## src/rtl/prescaled_updown_counter_pkg.sv

```systemverilog
// prescaled_updown_counter_pkg: shared direction and limit-mode constants
package prescaled_updown_counter_pkg;
  localparam logic UP = 1'b1;
  localparam logic DOWN = 1'b0;
  localparam int MODE_WRAP = 0;
  localparam int MODE_SAT = 1;
endpackage

```

## src/rtl/prescaled_updown_counter_prescale_tick.sv

```systemverilog
// prescale_tick: emits a step every prescaler+1 enabled cycles
module prescale_tick #(
  parameter int PRE_W = 16
) (
  input  logic             clk,
  input  logic             reset,
  input  logic             en,
  input  logic             clr,
  input  logic [PRE_W-1:0] prescaler,
  output logic             step
);
  logic [PRE_W-1:0] pc;
  assign step = en && !clr && (pc >= prescaler);
  // pc restarts on clear or step; a lowered prescaler below pc steps immediately
  always_ff @(posedge clk or posedge reset)
    if (reset) pc <= '0;
    else if (clr || step) pc <= '0;
    else if (en) pc <= pc + 1'b1;
endmodule

```

## src/rtl/prescaled_updown_counter.sv

```systemverilog
// prescaled_updown_counter: prescaled up/down counter with wrap or saturate limits
module prescaled_updown_counter
  import prescaled_updown_counter_pkg::*;
#(
  parameter int WIDTH = 4,
  parameter int PRE_W = 16,
  parameter int SATURATE = 0
) (
  input  logic             clk,
  input  logic             reset,
  input  logic             en,
  input  logic             dir,
  input  logic             load,
  input  logic [WIDTH-1:0] load_val,
  input  logic [PRE_W-1:0] prescaler,
  input  logic [WIDTH-1:0] max_val,
  output logic [WIDTH-1:0] Q,
  output logic             tick,
  output logic             tc
);
  localparam logic SAT = (SATURATE == MODE_SAT);
  logic step, lim;
  logic [WIDTH-1:0] nxt;
  prescale_tick #(.PRE_W(PRE_W)) u_pre (
    .clk(clk), .reset(reset), .en(en), .clr(load), .prescaler(prescaler), .step(step)
  );
  // limit detection and next count value for the current direction
  always_comb begin
    lim = (dir == UP) ? (Q >= max_val) : (Q == '0 || Q > max_val);
    nxt = (dir == UP) ? (lim ? (SAT ? max_val : '0) : Q + 1'b1)
        : (Q > max_val) ? max_val
        : lim ? (SAT ? '0 : max_val) : Q - 1'b1;
  end
  // counter register: load clamps to max_val and wins over stepping
  always_ff @(posedge clk or posedge reset)
    if (reset) Q <= '0;
    else if (load) Q <= (load_val > max_val) ? max_val : load_val;
    else if (step) Q <= nxt;
  // strobes follow the step by one cycle; step is already masked by load
  always_ff @(posedge clk or posedge reset)
    if (reset) begin
      tick <= 1'b0;
      tc <= 1'b0;
    end else begin
      tick <= step;
      tc <= step && lim;
    end
endmodule

```

## config.mk

```make
export PLATFORM = sky130hd
export DESIGN_NAME = prescaled_updown_counter
export DESIGN_NICKNAME = d
export VERILOG_FILES = /design/src/rtl/prescaled_updown_counter_pkg.sv /design/src/rtl/prescaled_updown_counter_prescale_tick.sv /design/src/rtl/prescaled_updown_counter.sv
export SDC_FILE = /design/constraint.sdc
export NUM_CORES = 1
export LEC_CHECK = 0
export BUFFER_PORTS_ARGS = -buffer_cell sky130_fd_sc_hd__buf_2
export CAP_MARGIN = 40
export CORE_MARGIN = 2
export CORE_UTILIZATION = 30
export DETAILED_ROUTE_END_ITERATION = 7
export GPL_TIMING_DRIVEN = 0
export PLACE_DENSITY_LB_ADDON = 0.08
export SYNTH_ARGS = -nofsm -noshare
export SYNTH_HDL_FRONTEND = slang
export SYNTH_HIERARCHICAL = 1
export SYNTH_SLANG_ARGS = --single-unit
```

## constraint.sdc

```tcl
create_clock -name clk -period 2.35 [get_ports clk]
set_clock_uncertainty 0.05 [all_clocks]
set_input_delay 0.1175 -clock clk [delete_from_list [all_inputs] [get_ports clk]]
set_output_delay 0.1175 -clock clk [all_outputs]
set_load 0.03 [all_outputs]
```

### Word-level counts from Yosys, hierarchy flattened

Cells that the tools add are included.

| storage, ports and cells | value |
|---|---|
| register bits | 22 |
| bits of input ports | 29 |
| word-level logic and storage cells | 30 |

| operators by class | value |
|---|---|
| add/sub/neg operators | 3 |
| $lt $le $gt $ge | 4 |
| mux-type cells | 10 |
| reductions and logical operators | 9 |

Operator list:

| operator | count |
|---|---|
| $mux 16 | 2 |
| $mux 4 | 7 |
| $add 16x1->16 const B | 1 |
| $ge 16x16->1 | 1 |
| $gt 4x4->1 | 2 |
| $add 4x1->4 const B | 1 |
| $ge 4x4->1 | 1 |
| $logic_not 4->1 | 1 |
| $reduce_bool 2->1 | 2 |
| $sub 4x1->4 const B | 1 |
| $logic_and 1x1->1 | 3 |
| $logic_or 1x1->1 | 2 |
| $logic_not 1->1 | 1 |
| $mux 1 | 1 |

### Depth between registers and ports, before layout

Gate-level depths: netlist of run 1.

| logic depth | value |
|---|---|
| word-level depth | 8 |
| gate-level depth with buffers | 11 |

### Cells and area by module

Netlist of run 1, hierarchy kept.

By module, submodules not included:

| module | instances | cells each | area an instance (um^2) |
|---|---|---|---|
| prescale_tick | 1 | 134 | 1266.2 |
| prescaled_updown_counter | 1 | 85 | 760.7 |

### Least setup slack after synthesis of run 1

OpenSTA, ideal clock, no wires.

| path | value |
|---|---|
| path type | flip-flop to flip-flop |
| start point | reg Q[0] |
| end point | reg Q[1] |
| library setup time | 0.086 ns |
| arrival time | 2.336 ns |
| data required time | 2.214 ns |
| setup slack | -0.122 ns |
| stages on the path, launching flop included | 8 |
| buffers on the path | 0 |
| period minus slack after synthesis | 2.472 ns |
| cell sequence | dfrtp_1 > inv_1 > ha_1 > nand2b_4 > a2111oi_4 > nor2_2 > or4_1 > a32oi_1 |

| on the way | value |
|---|---|
| longest elaborated chain between the ends | 8 |

RTL lines:

| what | RTL line | RTL |
|---|---|---|
| start, declared | prescaled_updown_counter.sv:17 | `output logic [WIDTH-1:0] Q,` |
| start signal, assigned | prescaled_updown_counter.sv:37 | `else if (load) Q <= (load_val > max_val) ? max_val : load_val;` |
| start signal, assigned | prescaled_updown_counter.sv:38 | `else if (step) Q <= nxt;` |
| $gt 4x4->1 or $logic_not 4->1 (tied branches) | prescaled_updown_counter.sv:29, prescaled_updown_counter.sv:31 |  |
| $logic_or 1x1->1 | prescaled_updown_counter.sv:29 | `lim = (dir == UP) ? (Q >= max_val) : (Q == '0 \|\| Q > max_val);` |
| $mux 1 | prescaled_updown_counter.sv:29 |  |
| $mux 4 | prescaled_updown_counter.sv:32 | `: lim ? (SAT ? '0 : max_val) : Q - 1'b1;` |
| $mux 4 | prescaled_updown_counter.sv:31 | `: (Q > max_val) ? max_val` |
| $mux 4 * | prescaled_updown_counter.sv:30 | `nxt = (dir == UP) ? (lim ? (SAT ? max_val : '0) : Q + 1'b1)` |
| $mux 4 * | prescaled_updown_counter.sv:38 |  |
| $mux 4 * | prescaled_updown_counter.sv:37 |  |

Every way passes the cells marked *; elsewhere a longest branch is shown, timed or not. The select of a mux whose other input is x is not followed.
A chain may end at the register's enable or synchronous reset.

### Worst setup path after layout of run 1

Same ends and word-level chain as after synthesis.

==> run metrics, run 1 <==
status=finished clean; CTS tree=yes; Longest Clk Path Bufs=2; Initial Util=31.4%; largest net degree at the start of global routing=17; crit path DAT=2.42 ns; Final Critical Period=2.29 ns; antenna cells=0; Setup Viol. Count Final=0; Worst-Margin Slew=0.631 ns; DRC Markers=0; Post-Place Cell Area=2290 um2; vias per inst=4.96; VDD IR max=0.285 mV; first-pass GRT wire length=7960 um; Hold WC Path Type=primary input to flop; Ys Warns=6; clk slew on worst S/H paths=0.10 ns; htree depth=1; startpoint types=flop; sequential power share=33.6%; CP Capture Type=flop; syn_area_per_cell=9.26 um2; worst path required time=2.48 ns; Die Area=7430 um2; internal power=0.000850 W; die height=86.2 um; hold_ws=0.123 ns; vias in the first global route=1,632; ys flop type=dfrtp_1; via count=1,731; EDFF count, synth=0; final slew viol count=0; switching share of power=32.6%; slowest CP cell=or4_4; Mapped Nets=275; leakage dissipation=1.25 nW; Setup TNS=0 ns; max_cap viols=0; Final Hold Viols=0; # clock sinks=22; FFs w/ async S/R, synth=100%; GP Congestion=0.747; Synth Cell Area=2030 um2; # IOs=35; Critical Path Start=Q[0]; crit path cell chain=inv_4 -> ha_4 -> nand2b_4 -> a2111oi_4 -> nor2_4 -> or4_4 -> a32oi_2; row cnt=29; crit-path max cell delay=0.52 ns; fin crit share=97.3%; initial antenna violation count=0; Clock Power Share=28.7%; Post-Synthesis Cells=219; synthesis-stage register bit count=22; final core occ=40.6%; share of layout cells above drive strength 1=36.4%; RSZ-0062 raised after global routing=yes; relative slew slack=57.9%; Comb power frac=37.7%; FMAX=438 MHz; chip width=86.2 um; CP Class=flop to flop; area grow syn2layout=29.3%; clock latency on the worst-skew pair=0.27 ns; Pwr Density=481 nW/um2; root buffer cell=clkbuf_8; all-layer global routing usage=13.6%; FF-to-FF Start=Q[0]; CTS buffer count=3; Detailed Route WL=4840 um; fin area=2620 um2; post-synthesis sequential area ratio=27.2%; hold_sp=max_val[2]; Distinct cells, synth=47; Pre-Repair DR Iteration Count=6; routed length per instance=13.9 um; total power=0.00126 W; Max FO, Critical Path=5; Post-DRT Antenna Nets=0; 1st-iter DRT viols=63; Detailed Place HPWL=3760 um; GRT overflow=0; switching power total=0.000410 W; nets=329; core region area=6460 um2; IO Port Bufs=33
## worst max-delay path, delay by kind of cell (launching register included)
family,cells,cell delay [ns]
simple gates,3,0.74
compound gates,2,0.66
flops,1,0.45
fa+ha+maj,1,0.21
buf+inv,1,0.10
## through the flow
stage / worst slack (ns) / instances
2_1_floorplan: 0.00161 / 219
3_3_place_gp: -0.625 / 329
3_5_place_dp: -0.591 / 329
4_1_cts: 0.00851 / 342
5_1_grt: -0.0322 / 349
6_report: 0.0646 / 349
## sequential cells by signal (all words and copies together) (netlist names)
signal / flops
tick: 1
tc: 1
Q: 4
u_pre/pc: 16
## synthesized netlist by cell type (3+ instances only)
| master | number | share of area, % |
|---|---|---|
| and3_1 | 3 | 0.93 |
| nor2_2 | 11 | 3.4 |
| buf_6 | 3 | 1.7 |
| nor2_1 | 15 | 2.8 |
| o21ai_0 | 6 | 1.5 |
| o2111ai_1 | 3 | 1.3 |
| nand2_1 | 7 | 1.3 |
| a21oi_1 | 7 | 1.7 |
| o211ai_1 | 3 | 1.1 |
| nor3_1 | 3 | 0.74 |
| xor2_1 | 15 | 6.5 |
| nand4_1 | 9 | 2.8 |
| nor2b_1 | 4 | 1.2 |
| ha_1 | 27 | 17 |
| nand3_1 | 7 | 1.7 |
| dfrtp_1 | 22 | 27 |
| inv_1 | 27 | 5.0 |
| o22ai_1 | 3 | 0.93 |
| a31oi_1 | 3 | 0.93 |
## power groups by stage
stage | clock network (W) | registers, W | logic, W
after floorplan | 0 | 0.000452 | 0.000263
after global placement | 0 | 0.000435 | 0.000389
after detailed placement | 0 | 0.000433 | 0.000390
after CTS | 0.000369 | 0.000425 | 0.000409
after global routing | 0.000395 | 0.000428 | 0.000523
final | 0.000361 | 0.000424 | 0.000475
## area by class of cell
type	count	area (um2)
repair buffers	49	288
clock inverters	1	30.0
well taps	77	96.3
clock buffers	3	41.3
fillers	690	3840
inverters	27	104
flip-flops and latches	22	554
multi-input cells	164	1450
plain buffers	6	62.6
## final timing paths
check	to	slack, ns	depth (start not counted)
worst min-delay path	Q[2]	0.12	3
worst max register to register	Q[1]	0.06	7
max in group asynchronous	u_pre/pc[14]	1.38	3
worst min register to register	u_pre/pc[1]	0.52	1
worst max-delay path	Q[1]	0.06	7
min in group asynchronous	tc	0.26	3
## logic make-up (layout without fill, tap and decap cells)
group	Yosys count	count (layout)	share of synthesized area (%)
buf+inv	33	86	8.09
fa+ha+maj	27	27	16.7
mux	2	2	0.988
flops	22	22	27.2
xor+xnor	17	17	7.35
simple gates	73	73	21.0
compound gates	45	45	18.8
## layout by cell type, fill, tap and decap left out, types with 4 or more instances in the layout
cell type and n:
buf_4 17, dfrtp_1 19, nand3_1 7, nor2_1 13, a21oi_1 6, ha_1 21, clkbuf_8 4, nand2_1 7
ha_4 6, xor2_1 15, o21ai_0 5, buf_2 33, nand4_1 9, nor2_2 11, inv_1 25
## metal layers
metal | up-vias | global-route usage [%] | part of all wire [%]
met5 | - | 0 | 0
met4 | 0 | 3.41 | 0.56
met3 | 2 | 2.00 | 3.2
met2 | 33 | 22.6 | 48
met1 | 789 | 18.7 | 49
li1 | 907 | - | -
## timing repair
| action | CTS | global route |
|---|---|---|
| gates resized for setup | 7 | 18 |
| hold buffers | 1 | 0 |
| setup buffers | 8 | 7 |
| hold endpoints to repair | 22 | 0 |
| pin swaps | 3 | 10 |
| setup endpoints to repair | 6 | 5 |
No activity file was read; power rests on OpenSTA's default activity.
==> run 2: changes to the inputs <==
--- a/config.mk
+++ b/config.mk
@@ -7,6 +7,7 @@
 export LEC_CHECK = 0
 export BUFFER_PORTS_ARGS = -buffer_cell sky130_fd_sc_hd__buf_2
 export CAP_MARGIN = 40
+export CORE_ASPECT_RATIO = 0.6
 export CORE_MARGIN = 2
 export CORE_UTILIZATION = 30
 export DETAILED_ROUTE_END_ITERATION = 7
==> run 2 against run 1 <==
Compared with the run above: critical path depth unchanged; register-to-register slack improved by 0.03 ns; fmax increased by 1.3%; via count barely moved; hold slack better by 0.028 ns; die area rose by 0.29%; clock power rose by 10%; global-route usage increased by 0.32 points; clock-buffer cell count increased by 1; sequential cell count stayed put; total power is 1.1% higher; first-iteration DRC count up 76%; largest cell class unchanged; largest power group unchanged; highest routed layer unchanged.
==> run metrics, run 2 (synthesized netlist as in run 1, its figures left out) <==
GRT overflow=0 (unchanged); crit path DAT=2.38 ns (was 2.42 ns); 1st-iter DRT viols=111 (was 63); Setup TNS=0 ns (unchanged); Hold WC Path Type=primary input to flop (unchanged); R2R depth=7 (unchanged); post-placement cell count=339 (was 329); nets=325 (was 329); fin crit share=96.0% (was 97.3%); worst path required time=2.48 ns (about the same); all-layer global routing usage=13.9% (was 13.6%); IO Port Bufs=33 (unchanged); clk slew on worst S/H paths=0.06 ns (was 0.10 ns); first-pass GRT wire length=7890 um (was 7960 um); Worst-Margin Slew=0.679 ns (was 0.631 ns); FMAX=443 MHz (was 438 MHz); area grow syn2layout=26.4% (was 29.3%); Initial Util=30.6% (was 31.4%); antenna cells=0 (unchanged); clock latency on the worst-skew pair=0.26 ns (was 0.27 ns); routed length per instance=14.1 um (was 13.9 um); startpoint types=flop (unchanged); # clock sinks=22 (unchanged); core region area=6620 um2 (was 6460 um2); CTS buffer count=3 (unchanged); total power=0.00127 W (was 0.00126 W); Final Hold Viols=0 (unchanged); root buffer cell=clkbuf_16 (was clkbuf_8); relative slew slack=54.7% (was 57.9%); max_cap viols=0 (unchanged); Detailed Place HPWL=4000 um (was 3760 um); commonest non-fill, non-tap cell in the layout=buf_2 (unchanged); vias per inst=4.88 (was 4.96); Final Non-Filler Cells=355 (was 349); Pwr Density=497 nW/um2 (was 481 nW/um2); Setup Viol. Count Final=0 (unchanged); hold_ws=0.151 ns (was 0.123 ns); row cnt=23 (was 29); leakage dissipation=1.24 nW (was 1.25 nW); initial antenna violation count=0 (unchanged); Pre-Repair DR Iteration Count=4 (was 6); Largest register FFs=16 (unchanged); Final Critical Period=2.26 ns (was 2.29 ns); Regs by FF count=u_pre/pc: 16 flops, Q: 4 flops (unchanged); RSZ-0062 raised after global routing=yes (unchanged); final core occ=38.7% (was 40.6%); Post-DRT Antenna Nets=0 (unchanged); Most flops, register=u_pre/pc (unchanged); VDD IR max=0.286 mV (was 0.285 mV); chip width=110 um (was 86.2 um); CP Class=flop to flop (unchanged); largest net degree at the start of global routing=17 (unchanged); DRC Markers=0 (unchanged); hold path cells=3 (unchanged); vias in the first global route=1,515 (was 1,632); die height=67.7 um (was 86.2 um); # IOs=35 (unchanged); Reg area=553 um2 (was 554 um2); Detailed Route WL=5020 um (was 4840 um); Longest Clk Path Bufs=2 (unchanged); Max FO, Critical Path=5 (unchanged); CTS tree=yes (unchanged); CP Capture Type=flop (unchanged); Die Area=7450 um2 (was 7430 um2); status=finished clean (unchanged); htree depth=1 (unchanged); share of layout cells above drive strength 1=32.5% (was 36.4%); Multi-input gate area=1390 um2 (was 1450 um2); final slew viol count=0 (unchanged); most frequent cells in the layout=buf_2 (33), inv_1 (26), ha_1 (24) (was buf_2 (33), inv_1 (25), ha_1 (21)); Filler Cell Count=693 (was 690); GP Congestion=0.761 (was 0.747); via count=1,732 (was 1,731)
-- run 2: cell count changes in the layout (fill, tap and decap cells not counted), sizes merged --
cell / before / now
bufinv: 1 / 0
clkbuf: 4 / 5
buf: 53 / 49
-- run 2: power by group --
group	total, W	switching (W)	internal, W
clock	0.000397	0.000137	0.000260
combinational	0.000455	0.000247	0.000208
sequential	0.000422	0.0000254	0.000397
total	0.00127	0.000409	0.000864
-- run 2: final cells by class --
type                       instances  area share, %
timing repair buffer              45           10.1
buffer                             6           2.44
multi-input combinational        164           54.2
tap                               87           4.25
sequential                        22           21.6
inverter                          27           4.05
clock buffer                       4           3.47
-- run 2: stage by stage --
stage	instance area (um2)	setup WS, ns
finish	2560	0.0931
global route	2560	-0.00162
CTS	2430	0.0223
detailed placement	2300	-0.398
global placement	2300	-0.513
floorplan	2030	0.00161
-- run 2: path summary, 6_finish.rpt --
kind | startpoint | endpoint | slack, ns
worst min-delay path | max_val[2] | Q[2] | 0.15
max in group asynchronous | reset | u_pre/pc[7] | 1.31
min in group asynchronous | reset | tc | 0.28
worst max-delay path | Q[0] | Q[1] | 0.09
worst min register to register | u_pre/pc[1] | u_pre/pc[1] | 0.51
worst max register to register | Q[0] | Q[1] | 0.09
-- run 2: timing repair --
item                                   4_1_cts  5_1_grt
buffers inserted                             3        8
hold buffers                                 1        0
pin swaps                                    1        6
endpoints found under the hold margin       22        0
resized for setup                            4       12
setup endpoints to repair                    5        3
-- run 2: routing by layer --
layer | track usage, % | vias up | share of wire (%) | wire length (um)
li1 | - | 896 | - | -
met1 | 23.4 | 807 | 59 | 2960
met2 | 17.6 | 27 | 37 | 1850
met3 | 2.99 | 2 | 4.0 | 199
met4 | 1.41 | 0 | 0.22 | 11
met5 | 0 | - | 0 | 0
-- run 2: worst max-delay path, cell delays in order (launching register included) --
cell	delay [ns]
dfrtp_2	0.41
inv_4	0.06
ha_1	0.30
nand2b_4	0.15
a2111oi_4	0.43
nor2_4	0.08
or4_4	0.52
a32oi_1	0.17
==> run 3: changes to the inputs <==
--- a/config.mk
+++ b/config.mk
@@ -9,7 +9,7 @@
 export CAP_MARGIN = 40
 export CORE_ASPECT_RATIO = 0.6
 export CORE_MARGIN = 2
-export CORE_UTILIZATION = 30
+export CORE_UTILIZATION = 51
 export DETAILED_ROUTE_END_ITERATION = 7
 export GPL_TIMING_DRIVEN = 0
 export PLACE_DENSITY_LB_ADDON = 0.08
==> run 3 against run 2 <==
Compared with the run above: the flow now finishes with violations (negative setup slack); fmax shrank 4.9%; sequential share of layout area shrank 0.41 points; global-route usage grew 8.8 points; clock power shrank 13%; register-to-register slack lost 0.12 ns; core utilization grew 31 points; non-clock buffer count grew 5.
==> run metrics, run 3 (synthesized netlist as in run 1, its figures left out) <==
status=finished with violations (was finished clean); violated checks=negative setup slack; fin crit share=101% (was 96.0%); crit path cell chain=ha_1 -> nand4_1 -> nor2_1 -> a311oi_2 -> and4_4 -> nor2b_4 -> nor2_4 -> a21oi_2 -> o31a_2 -> a32oi_2 (was inv_4 -> ha_1 -> nand2b_4 -> a2111oi_4 -> nor2_4 -> or4_4 -> a32oi_1); all-layer global routing usage=22.7% (was 13.9%); FMAX=421 MHz (was 443 MHz); share of layout cells above drive strength 1=38.1% (was 32.5%); vias in the first global route=1,584 (was 1,515); initial antenna violation count=1 (was 0); max_cap viols=0 (unchanged); crit-path max cell delay=0.41 ns (was 0.52 ns); CP Class=flop to flop (unchanged); r2r setup slk=-0.02 ns (was 0.09 ns); hold path endpoint=Q[2] (unchanged); Pre-Repair DR Iteration Count=4 (unchanged); GRT overflow=0 (unchanged); VDD IR max=0.319 mV (was 0.286 mV); Multi-input gate area=1470 um2 (was 1390 um2); root buffer cell=clkbuf_8 (was clkbuf_16); Most flops, register=u_pre/pc (unchanged); IO Port Bufs=33 (unchanged); CP Capture Type=flop (unchanged); reg-to-reg endpoint=Q[1] (unchanged); Post-DRT Antenna Nets=0 (unchanged); 1st-iter DRT viols=142 (was 111); routed length per instance=15.9 um (was 14.1 um); final core occ=69.9% (was 38.7%); Longest Clk Path Bufs=2 (unchanged); switching share of power=32.3% (was 32.1%); row cnt=17 (was 23); first-pass GRT wire length=7810 um (was 7890 um); area grow syn2layout=29.1% (was 26.4%); Worst-Margin Slew=0.634 ns (was 0.679 ns); Final Hold Viols=0 (unchanged); chip width=85.4 um (was 110 um); Comb power frac=36.9% (was 35.7%); die height=52.8 um (was 67.7 um); sequential power share=34.7% (was 33.1%); startpoint types=flop (unchanged); GP Congestion=0.887 (was 0.761); Clock Power Share=28.4% (was 31.2%); cell family with the largest share of critical-path delay=compound AO/OA/AOI/OAI gates (was simple AND/OR/NAND/NOR gates); CTS buffer count=3 (unchanged); crit path DAT=2.48 ns (was 2.38 ns); slowest CP cell=dfrtp_1 (was or4_4); R2R depth=10 (was 7); CTS tree=yes (unchanged); hold_sp=max_val[2] (unchanged); core region area=3740 um2 (was 6620 um2); WL met3=416 um (was 199 um); most frequent cells in the layout=buf_2 (33), inv_1 (25), ha_1 (20) (was buf_2 (33), inv_1 (26), ha_1 (24)); Pwr Density=467 nW/um2 (was 497 nW/um2); Max FO, Critical Path=6 (was 5); hold_ws=0.190 ns (was 0.151 ns); nets=330 (was 325); relative slew slack=57.7% (was 54.7%); # clock sinks=22 (unchanged); final slew viol count=0 (unchanged); fin area=2620 um2 (was 2560 um2); vias per inst=5.73 (was 4.88); clk slew on worst S/H paths=0.07 ns (was 0.06 ns); Final Critical Period=2.37 ns (was 2.26 ns); Regs by FF count=u_pre/pc: 16 flops, Q: 4 flops (unchanged); htree depth=1 (unchanged); WL met1=2540 um (was 2960 um); via count=1,833 (was 1,732); internal power=0.000827 W (was 0.000864 W); switching power total=0.000395 W (was 0.000409 W); commonest non-fill, non-tap cell in the layout=buf_2 (unchanged); uppermost layer routed=met4 (unchanged); final worst slack=-0.0230 ns (was 0.0931 ns); Detailed Place HPWL=3610 um (was 4000 um); Detailed Route WL=5080 um (was 5020 um); Die Area=4510 um2 (was 7450 um2); leakage dissipation=1.26 nW (was 1.24 nW); Setup Viol. Count Final=2 (was 0); WP buf/inv=0 (was 1); total power=0.00122 W (was 0.00127 W); Largest register FFs=16 (unchanged); Filler Cell Count=287 (was 693); Initial Util=54.1% (was 30.6%); Post-Place Cell Area=2250 um2 (was 2300 um2); Hold WC Path Type=primary input to flop (unchanged); routed wl met2=2090 um (was 1850 um); # IOs=35 (unchanged); largest net degree at the start of global routing=17 (unchanged); RSZ-0062 raised after global routing=yes (unchanged); FF-to-FF Start=u_pre/pc[12] (was Q[0]); worst path required time=2.46 ns (was 2.48 ns); pre-CTS setup slack=-0.488 ns (was -0.398 ns); hold path cells=3 (unchanged); DRC Markers=0 (unchanged); antenna cells=0 (unchanged); clock latency on the worst-skew pair=0.26 ns (about the same); critical path depth=10 (was 7); Reg area=554 um2 (was 553 um2)
[run 3: cell count changes in the layout (fill, tap and decap cells not counted), sizes merged]
cell and change:
clkbuf -1, bufinv +1, buf +5
[run 3: repair_timing]
action | 4_1_cts | 5_1_grt
endpoints found under the hold margin | 22 | 0
pin swaps | 6 | 12
buffers inserted | 5 | 11
setup endpoints to repair | 5 | 4
hold buffers | 1 | 0
gates resized for setup | 8 | 20
[run 3: area by class of cell]
| cell class | instances | share of cell area (%) |
|---|---|---|
| Buffer | 6 | 2.39 |
| Clock buffer | 3 | 1.58 |
| Clock inverter | 1 | 1.15 |
| Inverter | 27 | 3.97 |
| Multi-Input combinational cell | 164 | 56.2 |
| Sequential cell | 22 | 21.2 |
| Tap cell | 47 | 2.25 |
| Timing Repair Buffer | 50 | 11.3 |
[run 3: per-stage QoR]
step,std cells,setup TNS [ns]
6_report,320,-0.0324
4_1_cts,309,0
3_5_place_dp,299,-1.64
2_1_floorplan,219,0
5_1_grt,320,-0.289
3_3_place_gp,299,-1.70
[run 3: routing by layer]
layer / up-vias / global-route usage (%)
met1: 855 / 35.3
met4: 0 / 4.23
li1: 901 / -
met2: 73 / 31.4
met3: 4 / 5.51
met5: - / 0
[run 3: worst max-delay path by stage]
stage / startpoint / end / slack, ns
final: u_pre/pc[12] / Q[1] / -0.02
after global routing: u_pre/pc[13] / Q[0] / -0.15
after CTS: u_pre/pc[11] / Q[1] / 0.004
after detailed placement: u_pre/pc[15] / Q[1] / -0.49
after global placement: u_pre/pc[15] / Q[1] / -0.50
after floorplan: Q[0] / Q[1] / 0.002
[run 3: power groups by stage]
stage | combinational (W) | clock [W] | sequential [W]
5_1_grt | 0.000496 | 0.000377 | 0.000428
2_1_floorplan | 0.000263 | 0 | 0.000452
3_5_place_dp | 0.000387 | 0 | 0.000430
4_1_cts | 0.000407 | 0.000358 | 0.000422
6_report | 0.000451 | 0.000347 | 0.000425
3_3_place_gp | 0.000386 | 0 | 0.000430
[run 3: worst register-to-register path: stages (launching register included)]
cell and delay [ns]:
dfrtp_1 0.41, ha_1 0.29, nand4_1 0.13, nor2_1 0.08, a311oi_2 0.32, and4_4 0.32, nor2b_4 0.07, nor2_4 0.15
a21oi_2 0.05, o31a_2 0.13, a32oi_2 0.27
